<file path="src/rtl/div_pkg.sv">
// Shared types and constants for the pipelined divider (div_pipe_n).
package div_pkg;

    localparam int DIV_TAG_MAX = 16;
    localparam int DIV_W_MAX   = 64;

    // Quotient pattern returned on a zero divisor; slice to the operand width.
    localparam logic [DIV_W_MAX-1:0] DIV_DZ_Q = {DIV_W_MAX{1'b1}};

    // Per-stage sideband; the tag field is sized for the widest supported tag.
    typedef struct packed {
        logic                   valid;
        logic [DIV_TAG_MAX-1:0] tag;
        logic                   neg_q;
        logic                   neg_r;
        logic                   dz;
        logic                   ovf;
    } div_sb_t;

    function automatic int div_latency(input int width, input int bps);
        return width / bps + 2;
    endfunction

endpackage

</file>
<file path="src/rtl/div_iter_step.sv">
// One restoring-division step on a {remainder, quotient} accumulator.
module div_iter_step
    import div_pkg::*;
#(
    parameter int WIDTH = 16
) (
    input  logic [2*WIDTH-1:0] acc,
    input  logic [WIDTH-1:0]   divisor,
    output logic [2*WIDTH-1:0] acc_nxt
);

    // Upper WIDTH+1 bits of the shifted accumulator versus the zero-extended divisor.
    logic [WIDTH:0] trial;

    assign trial   = acc[2*WIDTH-1:WIDTH-1] - {1'b0, divisor};
    assign acc_nxt = trial[WIDTH] ? {acc[2*WIDTH-2:0], 1'b0}
                                  : {trial[WIDTH-1:0], acc[WIDTH-2:0], 1'b1};

endmodule

</file>
<file path="src/rtl/div_pipe_n.sv">
// Fully pipelined restoring divider, BPS quotient bits per register, global stall.
// Signed support is compiled in only when DIV_SIGNED_EN is defined.
module div_pipe_n
    import div_pkg::*;
#(
    parameter int WIDTH = 16,
    parameter int BPS   = 1,
    parameter int TAG_W = 4
) (
    input  logic             clk,
    input  logic             rst_n,
    input  logic             in_valid,
    output logic             in_ready,
    input  logic [WIDTH-1:0] in_dividend,
    input  logic [WIDTH-1:0] in_divisor,
    input  logic             in_signed,
    input  logic [TAG_W-1:0] in_tag,
    output logic             out_valid,
    input  logic             out_ready,
    output logic [WIDTH-1:0] out_quotient,
    output logic [WIDTH-1:0] out_remainder,
    output logic [TAG_W-1:0] out_tag,
    output logic             out_dz,
    output logic             out_ovf,
    output logic             busy
);

    localparam int N      = WIDTH / BPS;
    localparam int STAGES = div_latency(WIDTH, BPS) - 1;

    // Index 0 = pre-processing, 1..N = iterations, STAGES = post-processing.
    div_sb_t [STAGES:0]             sb_pipe;
    logic    [STAGES:0]             vld_pipe;
    logic    [N:0][2*WIDTH-1:0]     acc_pipe;
    logic    [N:1][2*WIDTH-1:0]     acc_nxt;
    logic    [N-1:0][WIDTH-1:0]     div_pipe;

    div_sb_t          sb_in;
    div_sb_t          sb_last;
    logic [WIDTH-1:0] mag_a, mag_b;
    logic [WIDTH-1:0] q_mag, r_mag, post_q, post_r;
    logic             adv;
    logic             unused_sb;

`ifdef DIV_SIGNED_EN
    localparam logic [WIDTH-1:0] MIN = {1'b1, {(WIDTH-1){1'b0}}};
`else
    logic unused_signed;
    assign unused_signed = in_signed;
`endif

    assign adv       = ~out_valid | out_ready;
    assign in_ready  = adv;
    assign out_valid = vld_pipe[STAGES];
    assign busy      = |vld_pipe;
    assign out_tag   = sb_pipe[STAGES].tag[TAG_W-1:0];
    assign out_dz    = sb_pipe[STAGES].dz;
`ifdef DIV_SIGNED_EN
    assign out_ovf   = sb_pipe[STAGES].ovf;
`else
    assign out_ovf   = 1'b0;
`endif
    assign unused_sb = ^sb_pipe[STAGES];

    for (genvar s = 0; s <= STAGES; s++) begin : g_vld
        assign vld_pipe[s] = sb_pipe[s].valid;
    end

    always_comb begin
        sb_in                = '0;
        sb_in.valid          = in_valid;
        sb_in.tag[TAG_W-1:0] = in_tag;
        sb_in.dz             = (in_divisor == '0);
        mag_a                = in_dividend;
        mag_b                = in_divisor;
`ifdef DIV_SIGNED_EN
        if (in_signed) begin
            sb_in.neg_r = in_dividend[WIDTH-1];
            sb_in.neg_q = in_dividend[WIDTH-1] ^ in_divisor[WIDTH-1];
            sb_in.ovf   = (in_dividend == MIN) && (&in_divisor);
            if (in_dividend[WIDTH-1]) mag_a = -in_dividend;
            if (in_divisor[WIDTH-1])  mag_b = -in_divisor;
        end
`endif
    end

    for (genvar k = 1; k <= N; k++) begin : g_iter
        logic [BPS:0][2*WIDTH-1:0] chain;
        assign chain[0] = acc_pipe[k-1];
        for (genvar j = 0; j < BPS; j++) begin : g_step
            div_iter_step #(.WIDTH(WIDTH)) u_step (
                .acc     (chain[j]),
                .divisor (div_pipe[k-1]),
                .acc_nxt (chain[j+1])
            );
        end
        assign acc_nxt[k] = chain[BPS];
    end

    // A zero divisor leaves the dividend magnitude in the remainder, so re-applying
    // the dividend sign returns the original dividend without carrying it along.
    always_comb begin
        sb_last = sb_pipe[STAGES-1];
        q_mag   = acc_pipe[N][WIDTH-1:0];
        r_mag   = acc_pipe[N][2*WIDTH-1:WIDTH];
        post_q  = q_mag;
        post_r  = r_mag;
`ifdef DIV_SIGNED_EN
        if (sb_last.neg_q) post_q = -q_mag;
        if (sb_last.neg_r) post_r = -r_mag;
        if (sb_last.ovf) begin
            post_q = MIN;
            post_r = '0;
        end
`endif
        if (sb_last.dz) post_q = DIV_DZ_Q[WIDTH-1:0];
    end

    always_ff @(posedge clk or negedge rst_n) begin
        if (!rst_n) begin
            sb_pipe       <= '0;
            acc_pipe      <= '0;
            div_pipe      <= '0;
            out_quotient  <= '0;
            out_remainder <= '0;
        end else if (adv) begin
            sb_pipe[0]  <= sb_in;
            acc_pipe[0] <= {{WIDTH{1'b0}}, mag_a};
            div_pipe[0] <= mag_b;
            for (int k = 1; k <= STAGES; k++) sb_pipe[k] <= sb_pipe[k-1];
            for (int k = 1; k <= N; k++)      acc_pipe[k] <= acc_nxt[k];
            for (int k = 1; k < N; k++)       div_pipe[k] <= div_pipe[k-1];
            out_quotient  <= post_q;
            out_remainder <= post_r;
        end
    end

endmodule
</file>
<file path="config.mk">
export PLATFORM = sky130hd
export DESIGN_NAME = div_pipe_n
export DESIGN_NICKNAME = d
export VERILOG_FILES = /design/src/rtl/div_pkg.sv /design/src/rtl/div_iter_step.sv /design/src/rtl/div_pipe_n.sv
export SDC_FILE = /design/constraint.sdc
export NUM_CORES = 2
export LEC_CHECK = 0
export CAP_MARGIN = 30
export CELL_PAD_IN_SITES_DETAIL_PLACEMENT = 1
export CELL_PAD_IN_SITES_GLOBAL_PLACEMENT = 2
export CORE_MARGIN = 3
export CORE_UTILIZATION = 30
export DETAILED_ROUTE_END_ITERATION = 12
export PLACE_DENSITY_LB_ADDON = 0.25
export SKIP_CTS_REPAIR_TIMING = 1
export SYNTH_ARGS = -nofsm -noshare
export SYNTH_HDL_FRONTEND = slang
export SYNTH_SLANG_ARGS = --single-unit
</file>
<file path="constraint.sdc">
create_clock -name clk -period 3.8 [get_ports clk]
set_input_delay 0.38 -clock clk [delete_from_list [all_inputs] [get_ports clk]]
set_output_delay 0.38 -clock clk [all_outputs]
set_load 0.02 [all_outputs]
</file>
; Word-level counts from Yosys, hierarchy flattened
; Cells that the tools add are included.
[totals]
ff_bits = 924
in_bits = 41
output_inout_bits = 41
[classes]
bitwise_logic = 2
muxes = 17
reduce_logical = 2
addsub = 16
[op_table]
columns = op, n
row1 = 2-to-1 mux 32 bit, 16
row2 = subtractor 17 x 16 -> 17 bit, 15
row3 = OR reduction 18 bit, 1
row4 = subtractor 1 x 16 -> 17 bit, 1
row5 = logical NOT 16 bit, 1
row6 = 2-to-1 mux 16 bit, 1
row7 = inverter 1 bit, 1
row8 = OR 1 bit, 1

; Longest topological paths before layout
[logic_depth]
ltp_word = 2
mapped_depth = 13
depth_no_buf = 11

; Modules after synthesis
; From an unflattened synthesis, not the netlist that was laid out.
[hier_totals]
cells_unflattened = 6206
area_unflattened_um2 = 52599.2
[modules_own_cells]
columns = mod, seq_area_each_um2, area_per_inst_um2, instances, cells_each
row1 = div_pipe_n, 23122.2, 34629.5, 1, 3918
row2 = div_iter_step at g_iter[15].g_step[0].u_step ..., 0.0, 1122.3, 11, 143
row3 = div_iter_step at g_iter[10].g_step[0].u_step ..., 0.0, 1124.8, 5, 143

; Least setup slack after synthesis
; No wires, ideal clock.
[synth_timing]
kind = register -> register
from = reg div_pipe[16] (netlist bit)
to = reg acc_pipe[80] (netlist bit)
setup_ns = 0.083
required_ns = 3.717
t_arrival_ns = 2.732
n_path_buf = 1
setup_slack_ns = 0.985
stages_incl_launch_ff = 12
cell_sequence = dfrtp_1 > ha_1 > fa_1 > nor2b_1 > o21ai_1 > o21ai_2 > a211oi_1 > or4_1 > nand3_1 > buf_4 > mux2_2 > o21ai_0
[synth_via]
elab_chain_len = 2
[synth_rtl]
columns = item, line_no
row1 = start: declaration, div_pipe_n.sv:36  ; logic [N-1:0][WIDTH-1:0] div_pipe;
row2 = subtractor 17 x 16 -> 17 bit, div_iter_step.sv:15  ; assign trial = acc[2*WIDTH-1:WIDTH-1] - {1'b0, divisor};
row3 = 2-to-1 mux 32 bit, div_iter_step.sv:16  ; assign acc_nxt = trial[WIDTH] ? {acc[2*WIDTH-2:0], 1'b0}
row4 = end: declaration, div_pipe_n.sv:34  ; logic [N:0][2*WIDTH-1:0] acc_pipe;
; No other way between the ends.
; A chain may end at the register's enable or synchronous reset.

; Worst setup path in the final report
[layout_timing]
from = reg div_pipe[16] (netlist bit)
to = reg acc_pipe[94] (netlist bit)
; The elaborated chain is that of the path after synthesis.

==> impl_results.md <==
- Max incr delay on CP: 0.58 ns
- Synth area leader: dfrtp_1
- Pwr per Cell Area: ~1100 nW/um2
- Avg WL per Cell: 16.7 um
- Skew-Pair Late Insertion Delay: 0.74 ns
- Final instance area: 55900 um2
- Clock skew: around 0.053 ns
- Worst hold slack: 0.163 ns
- Setup_tns: 0 ns
- Post-layout min period: 3.31 ns
- Asr flop ratio synth: 100%
- DIE AREA: 167000 um2
- Fin crit share: 87.1%
- Synth Instances: 5589
- Post-synth EDFFs: 0
- Final Setup Violations: 0
- Port Buffers: 79
- Die X: 409 um
- GR Util All Layers: 15.8%
- First-pass GRT wire length: 218000 um
- Hold_sp: in_tag[2]
- Via count: 37500
- Vias in the first global route: 39500
- Max Cap Violations: 0
- Pleak: ~27 nW
- Syn-to-layout area delta: 15.0%
- Sequential share of power: 27.7%
- DR pass1 iterations: 5
- Syn avg cell area: 8.70 um2
- Most frequent cell after synthesis: nand2_1
- Critical path buffers and inverters: 1
- Final WL: 131000 um
- Routed Antenna Nets: 0
- H-Tree Level Count: 3
- GP Congestion: 0.790
- Synth Cell Area: between 40000 and 50000 um2
- Peak supply drop: about 0.44 mV
- Worst-path clk slew: approximately 0.06 ns
- Netlist cell types: 84
- CTS tree: yes
- Worst-margin pin slew: 1.02 ns
- Clock power frac: 17.7%
- Max FO, Critical Path: 9
- Initial antenna violation count: 1
- Sw Share: 43.5%
- Crit path DAT: around 3.9 ns
- Die height: 409 um
- HPWL after DPL: just over 90000 um
- FP Rows: between 100 and 150
- Slew headroom: 31.8%
- Ys flop type: dfrtp_1
- Slowest cell on the critical path: or4_1
- Placed cell areas: 52100 um2
- Sequential area share after synthesis: 47.6%
- Worst r2r src: div_pipe[16]
- Hold path depth: 3
- Diodes inserted: 0
- Post-layout util: 34.8%
- Fin. max-slew vios: 0
- Largest cells by area after synthesis: dfrtp_1 48%, nand2_1 14%, ha_1 6.2%, o21ai_0 5.5%, mux2i_1 3.5%
- Ys Warns: 0
- Syn_nets: roughly 5900
- Initial Util: a little under a third
- Layout Nets: approximately 5900
- Outcome: finished, final reports clean
- Combinational fraction of design power: a little over half
- Flop-to-flop setup slack: between 0.4 and 0.5 ns
- Residual DRC: 0
- Worst Path Required: roughly 4.4 ns
- Iter 0 DRT Violations: 1807
- Setup CP Type: flop to flop
- Synth top cells by count: 1796 x nand2_1, 924 x dfrtp_1, 539 x o21ai_0, 312 x inv_1, 242 x ha_1
- Switch Pwr: roughly 0.027 W
- Worst path cell trace: ha_1 -> fa_1 -> nor2b_1 -> o21ai_1 -> o21ai_2 -> a211oi_1 -> or4_1 -> nand3_1 -> buf_4 -> mux2i_1 -> a21oi_1
- CTS buffer count: 112
- Layout cells sized above 1: between 5 and 6%
- # IOs: 82
- Max Fclk: 0.302 GHz
- Core ar.: 161000 um2
- Clock Tree Buf Depth: 3
- Reg2Reg Depth: 11
- GR Overflow Total: 0
- Worst hold path type: primary input to flop
- Worst Setup End Kind: flop
- Synth Register Bits: between 900 and 1000
- Final Hold Vio Count: 0
- Crit path launch type: flop
- Largest net degree at the start of global routing: 228
- Crit path max-delay family: simple AND/OR/NAND/NOR gates
- RSZ-0062 raised after global routing: no
- Worst hold endpoint: sb_pipe[6]
- CTS root buf: clkbuf_16
- Post-DR vias/cell: 4.78
- Post-synth top area share: 47.6%
- Internal Power: around 0.035 W
- Clock sinks: 924
- Reg2reg end: acc_pipe[94]
## cells by family after synthesis
group	count (synthesis)	share of synthesized area, %
AOI/OAI and AO/OA	1126	13.9
xor gates and xnor gates	162	2.95
adders and majority gates	257	6.85
buffers and inverters	578	4.72
DFF	924	47.6
muxes	192	4.03
other	1	0.00771
and+or+nand+nor	2349	20.0
## layout by cell type, fill, tap and decap left out, drive strengths merged, types with 10 or more instances in the layout
cell type / n
and3: 24
o31ai: 15
inv: 315
xor2: 43
a211oi: 21
a21oi: 183
fa: 15
clkinv: 28
a31oi: 52
nor2: 186
clkdlybuf4s50: 78
nand3: 56
nor4: 21
dfrtp: 924
ha: 242
o21ai: 568
buf: 91
a21o: 70
a2bb2oi: 13
and2: 14
nand4: 32
or4: 13
nand3b: 10
nand2b: 29
mux2: 22
xnor2: 119
nor2b: 42
or3: 32
and4: 18
o311ai: 13
mux2i: 170
o211ai: 33
clkbuf: 158
o21bai: 17
nor3: 48
nand2: 1796
o21a: 49
## stage by stage
step | setup slack, ns | std cells | power, W
2_1_floorplan | 0.985 | 5589 | 0.0423
3_3_place_gp | 0.480 | 7653 | 0.0511
3_5_place_dp | 0.430 | 7653 | 0.0520
4_1_cts | 0.433 | 7853 | 0.0635
5_1_grt | 0.220 | 7854 | 0.0686
6_report | 0.490 | 7854 | 0.0624
## worst register-to-register path: cells and delay by family (launching register included)
kind | cells | cell delay [ns]
buffers and inverters | 1 | 0.25
adders and majority gates | 2 | 0.62
AOI/OAI and AO/OA | 4 | 0.61
muxes | 1 | 0.21
and+or+nand+nor | 3 | 1.13
DFF | 1 | 0.39
## layer usage
metal  vias to the layer above  GRT usage [%]  routed length, um
li1                      18700              -                  -
met1                     18400           22.2              65200
met2                       257           26.0              60900
met3                       125           1.80               2730
met4                         0           3.55               2140
met5                         -              0                  0
## cell type report
class                   count  area [um2]
clock buffers             158        3240
clock inverters            42         606
fillers                 18800      105000
inverters                 313        1180
multi-input cells        4087       23300
flip-flops and latches    924       23100
well taps                2160        2700
repair buffers            170        1790
## state kept, by name (all words and copies together), names as in the netlist
| name | cells |
|---|---|
| acc_pipe | 528 |
| div_pipe | 256 |
| out_dz | 1 |
| out_quotient | 16 |
| out_remainder | 16 |
| out_tag | 4 |
| out_valid | 1 |
| sb_last | 6 |
| sb_pipe | 96 |
## how the worst max path moves through the flow
stage | from | endpoint | slack (ns) | depth (start not counted)
final | div_pipe[16] | acc_pipe[94] | 0.49 | 11
after detailed placement | div_pipe[16] | acc_pipe[94] | 0.43 | 11
after CTS | div_pipe[16] | acc_pipe[87] | 0.43 | 11
after floorplan | div_pipe[16] | acc_pipe[80] | 0.99 | 11
after global routing | acc_pipe[47] | acc_pipe[87] | 0.22 | 12
after global placement | div_pipe[16] | acc_pipe[89] | 0.48 | 11
## power groups by stage
stage | sequential (W) | clock, W | combinational, W
2_1_floorplan | 0.0165 | 0 | 0.0258
3_3_place_gp | 0.0174 | 0 | 0.0337
3_5_place_dp | 0.0175 | 0 | 0.0344
4_1_cts | 0.0174 | 0.0115 | 0.0346
5_1_grt | 0.0180 | 0.0119 | 0.0387
6_report | 0.0173 | 0.0110 | 0.0340
No activity file was read; power rests on OpenSTA's default activity.
